===== src/rtl/iq_rxd_deframer.sv =====
// IQ symbol deframer: hunts for a 32-bit sync word, then packs 16 two-bit symbols per word onto AXI-Stream.
// Optional completed-frame counter enabled by defining IQ_RXD_FRAME_CNT_EN.
module iq_rxd_deframer #(
  parameter logic [31:0] SYNC_WORD   = 32'h1ACF_FC1D,
  parameter int          FRAME_WORDS = 12
) (
  input  logic        clk32,
  input  logic        reset,
  input  logic [1:0]  iq_rxd,
  input  logic        iq_en,
  output logic [31:0] M_AXIS_tdata,
  output logic        M_AXIS_tvalid,
  input  logic        M_AXIS_tready,
  output logic        M_AXIS_tlast,
  output logic        locked,
  output logic        overflow,
  output logic [15:0] frame_cnt
);

  // state   | meaning
  // HUNT    | searching the symbol stream for SYNC_WORD
  // COLLECT | packing payload symbols into words until FRAME_WORDS are done
  typedef enum logic {HUNT, COLLECT} state_t;

  localparam logic [7:0] LAST_WORD = 8'(FRAME_WORDS - 1);

  state_t      state, state_nxt;
  logic [31:0] sreg;
  logic [31:0] sreg_shift;
  logic [3:0]  sym_cnt;
  logic [7:0]  word_cnt;
  logic        sync_hit;
  logic        word_done;
  logic        frame_end;
  logic        handshake;
  logic        can_load;

  assign sreg_shift = {sreg[29:0], iq_rxd};
  assign sync_hit   = (state == HUNT) && iq_en && (sreg_shift == SYNC_WORD);
  assign word_done  = (state == COLLECT) && iq_en && (sym_cnt == 4'd15);
  assign frame_end  = word_done && (word_cnt == LAST_WORD);
  assign handshake  = M_AXIS_tvalid && M_AXIS_tready;
  assign can_load   = !M_AXIS_tvalid || M_AXIS_tready;

  always_ff @(posedge clk32) begin
    if (reset) state <= HUNT;
    else       state <= state_nxt;
  end

  always_comb begin
    state_nxt = state;
    case (state)
      HUNT:    if (sync_hit)  state_nxt = COLLECT;
      COLLECT: if (frame_end) state_nxt = HUNT;
      default: state_nxt = HUNT;
    endcase
  end

  always_comb begin
    locked = (state == COLLECT);
  end

  // Clearing sreg at frame end forces the next frame to present a complete sync word.
  always_ff @(posedge clk32) begin
    if (reset) begin
      sreg     <= 32'h0;
      sym_cnt  <= 4'd0;
      word_cnt <= 8'd0;
    end else begin
      if (frame_end)  sreg <= 32'h0;
      else if (iq_en) sreg <= sreg_shift;

      if (sync_hit) begin
        sym_cnt  <= 4'd0;
        word_cnt <= 8'd0;
      end else if ((state == COLLECT) && iq_en) begin
        sym_cnt <= sym_cnt + 4'd1;
        if (word_done) word_cnt <= frame_end ? 8'd0 : word_cnt + 8'd1;
      end
    end
  end

  // A word finishing while the held word is stalled is lost; counting still advances.
  always_ff @(posedge clk32) begin
    if (reset) begin
      M_AXIS_tdata  <= 32'h0;
      M_AXIS_tvalid <= 1'b0;
      M_AXIS_tlast  <= 1'b0;
      overflow      <= 1'b0;
    end else if (word_done && can_load) begin
      M_AXIS_tdata  <= sreg_shift;
      M_AXIS_tlast  <= frame_end;
      M_AXIS_tvalid <= 1'b1;
    end else if (word_done) begin
      overflow <= 1'b1;
    end else if (handshake) begin
      M_AXIS_tvalid <= 1'b0;
    end
  end

`ifdef IQ_RXD_FRAME_CNT_EN
  always_ff @(posedge clk32) begin
    if (reset)
      frame_cnt <= 16'h0;
    else if (handshake && M_AXIS_tlast && (frame_cnt != 16'hFFFF))
      frame_cnt <= frame_cnt + 16'd1;
  end
`else
  assign frame_cnt = 16'h0000;
`endif

endmodule

===== config.mk =====
export PLATFORM = sky130hd
export DESIGN_NAME = iq_rxd_deframer
export DESIGN_NICKNAME = d
export VERILOG_FILES = /design/src/rtl/iq_rxd_deframer.sv
export SDC_FILE = /design/constraint.sdc
export NUM_CORES = 1
export LEC_CHECK = 0
export CAP_MARGIN = 25
export CORE_UTILIZATION = 40
export CTS_CLUSTER_DIAMETER = 30
export CTS_CLUSTER_SIZE = 28
export DETAILED_ROUTE_END_ITERATION = 12
export SKIP_LAST_GASP = 1
export SLEW_MARGIN = 20
export SYNTH_ARGS = -nofsm -noshare
export SYNTH_HDL_FRONTEND = slang
export SYNTH_SLANG_ARGS = --single-unit

===== constraint.sdc =====
create_clock -name clk32 -period 1.99 [get_ports clk32]
set_input_delay 0.199 -clock clk32 [delete_from_list [all_inputs] [get_ports clk32]]
set_output_delay 0.199 -clock clk32 [all_outputs]
set_load 0.05 [all_outputs]

==> results of run 1 <==
[logic make-up (layout without fill, tap and decap cells)]
kind of cell,after synthesis,after routing
AO/OA/AOI/OAI,44,44
XOR/XNOR,8,8
adder cells (fa/ha/maj),2,2
buffers and inverters,39,73
flip-flops,78,78
multiplexers,29,29
other,1,16
AND/OR/NAND/NOR,148,148
[registers in the layout, summed over array words and instances, names as in the netlist]
signal / cells
M_AXIS_tdata: 32
M_AXIS_tlast: 1
M_AXIS_tvalid: 1
locked: 1
overflow: 1
sreg: 30
sym_cnt: 4
word_cnt: 8
[power by group]
part	switching (mW)	internal [mW]	leakage [nW]	total, mW
Clock	0.578	0.736	0.108	1.31
Sequential	0.00429	1.56	0.628	1.57
Combinational	0.116	0.0354	0.655	0.151
[placed cells by master, fill, tap and decap left out, drive strengths merged, types with 5 or more instances in the layout]
master | Yosys | routed
clkbuf | 10 | 10
dfxtp | 78 | 78
nand4 | 5 | 5
nor2 | 36 | 36
xnor2 | 5 | 5
mux2i | 29 | 29
buf | 26 | 14
conb | 1 | 16
a21oi | 39 | 39
nor3 | 8 | 8
clkdlybuf4s50 | 0 | 40
nor4 | 6 | 6
nand2 | 76 | 76
[metrics by stage]
step / utilization (%) / cells / setup slack (ns) / power, mW / hold WS, ns
2_1_floorplan: - / 364 / 0.05457 / 1.765 / 0.3350
3_5_place_dp: 48.22 / 481 / 0.2067 / 1.757 / 0.4473
6_report: 51.22 / 497 / 0.1859 / 3.033 / 0.1805
5_1_grt: 51.22 / 497 / 0.06716 / 3.159 / 0.1720
4_1_cts: 51.22 / 497 / 0.1565 / 3.066 / 0.1742
3_3_place_gp: 48.22 / 481 / 0.2523 / 1.757 / 0.4440
[per-layer routing]
metal	vias to the layer above	routed length (um)	GRT usage [%]
met1	1109	3092	21.12
met5	-	0	0
met4	0	44	4.704
li1	1220	-	-
met3	5	283	6.397
met2	47	2614	23.41
[final cells by class]
class                   instances  area, sq um  area share (%)
clock buffers                  10        137.6           3.627
clock inverters                 6        85.08           2.242
inverters                       3        11.26          0.2967
multi-input cells             247         1360           35.84
flip-flops and latches         78         1562           41.15
well taps                      99        123.9           3.264
repair buffers                 54        515.5           13.58
[worst paths after layout]
path,startpoint,endpoint,cells past startpoint
max,locked,locked,1
min,iq_en,sreg[2],3
max reg2reg,sym_cnt[0],word_cnt[2],5
min reg2reg,M_AXIS_tdata[11],M_AXIS_tdata[11],2
==> run metrics, run 1 <==
xor/xnor share of the synthesized area 2.240%; Peak supply drop between 0.0003 and 0.0004 V; Post-DP Area about 0.0036 sq mm; CTS tree built; crit share post-route between 90% and 100%; fraction of registers with async set/reset 0%; path type of the worst min-delay path in2reg; Worst Path Buf+Inv 1; DRC viols 0; slew of the pin with the lowest slew margin roughly 0.5 ns; Synth area leader dfxtp_1; drt pass-1 iters 4; ant diodes 0; I/O Buffers 41; fmax between 500 and 600 MHz; vias around 2400; H-tree depth 3; Mapped Cells about 350; fill cell count around 720; gr ovfl total 0; CP Max Fanout 5; CP Data Required Time ~1.8 ns; drt wl/cell approximately 12 um; post-synthesis mux area share ~9.3%; Worst Path Class, Setup reg2out; final setup violating endpoints 0; CP startpoint kind flip-flop; critical path endpoint category output port; # rows 31; Vias per Instance around 4.8; io pins a little under 60; area delta synth->final 21.32%; # clock sinks 78; final hold violation count 0; core area ~0.0074 sq mm; crit-path cells clkdlybuf4s50_1; Initial DRC Count between 100 and 150; adder-cell share of the synthesized area less than 1%; post-cts sizing count 0; clock tree buffer depth 2; design area about 0.0038 sq mm; first-pass GRT wire length about 10 mm; initial antenna violation count 0; post-synth cell types 35; hold bufs inserted after CTS 0; Final #Nets ~400; synthesis warning total 0; most common cell in the netlist dfxtp_1; Clk pin slew, worst setup/hold paths 0.08 ns; sequential area share after synthesis 49.92%; die width approximately 90 um; layout cells sized above 1 under 10%; post-DP HPWL 4.148 mm; min Tclk post-route 1.804 ns; CTS root buf clkbuf_8; critical path arrival about 1.6 ns; leak pwr ~1.4 nW; largest net degree at the start of global routing 37; antenna viol nets, final 0; Post-Route WL between 6 and 7 mm; Power Density between 700 and 800 mW/mm^2; Synth area leaders dfxtp_1, mux2i_1, nand2_1; setup TNS 0 ns; largest family of logic cells by synthesized area simple AND/OR/NAND/NOR gates; die footprint roughly 0.008 sq mm; post-synthesis simple-gate area fraction 21.28%; CP max stage delay 0.84 ns; FF+latch count, synth ~80; # Post-CTS Setup Buffers 0; Routability Congestion ~0.73; post-synthesis compound-gate area fraction just under 8%; share of the synthesized area in the top cell type between 40% and 50%; Num CTS Buffers 9; Post-synth EDFFs 0; top_reg_cell synth dfxtp_1; RSZ-0062 raised after global routing no; Worst-Skew Late Latency 0.35 ns; setup slack, reg-to-reg 0.20 ns; Mapped Area between 0.003 and 0.004 sq mm; Post-synth top cells dfxtp_1, nand2_1, a21oi_1, nor2_1, mux2i_1; Crit path max-delay family buffers and inverters; Initial Util between 40% and 50%; Clock Skew between 0.007 and 0.008 ns; status completed; Worst slew margin approximately 67%; vias in the first global route about 2100; Max Slew Vio Count 0; Max Cap Viol 0; syn_area_per_cell between 8 and 9 sq um; Crit-path slowest cell clkdlybuf4s50_1; Total GRT Usage between 10% and 20%; Vert. Die Dim 90.43 um
Power figures use the tool's default switching activity.
==> inputs of run 2 (changes only) <==
--- a/config.mk
+++ b/config.mk
@@ -5,6 +5,7 @@
 export SDC_FILE = /design/constraint.sdc
 export NUM_CORES = 1
 export LEC_CHECK = 0
+export ABC_AREA = 0
 export CAP_MARGIN = 25
 export CORE_UTILIZATION = 40
 export CTS_CLUSTER_DIAMETER = 30
==> results of run 2 <==
No change in the layout: final DEF, timing and power equal those of run 1.
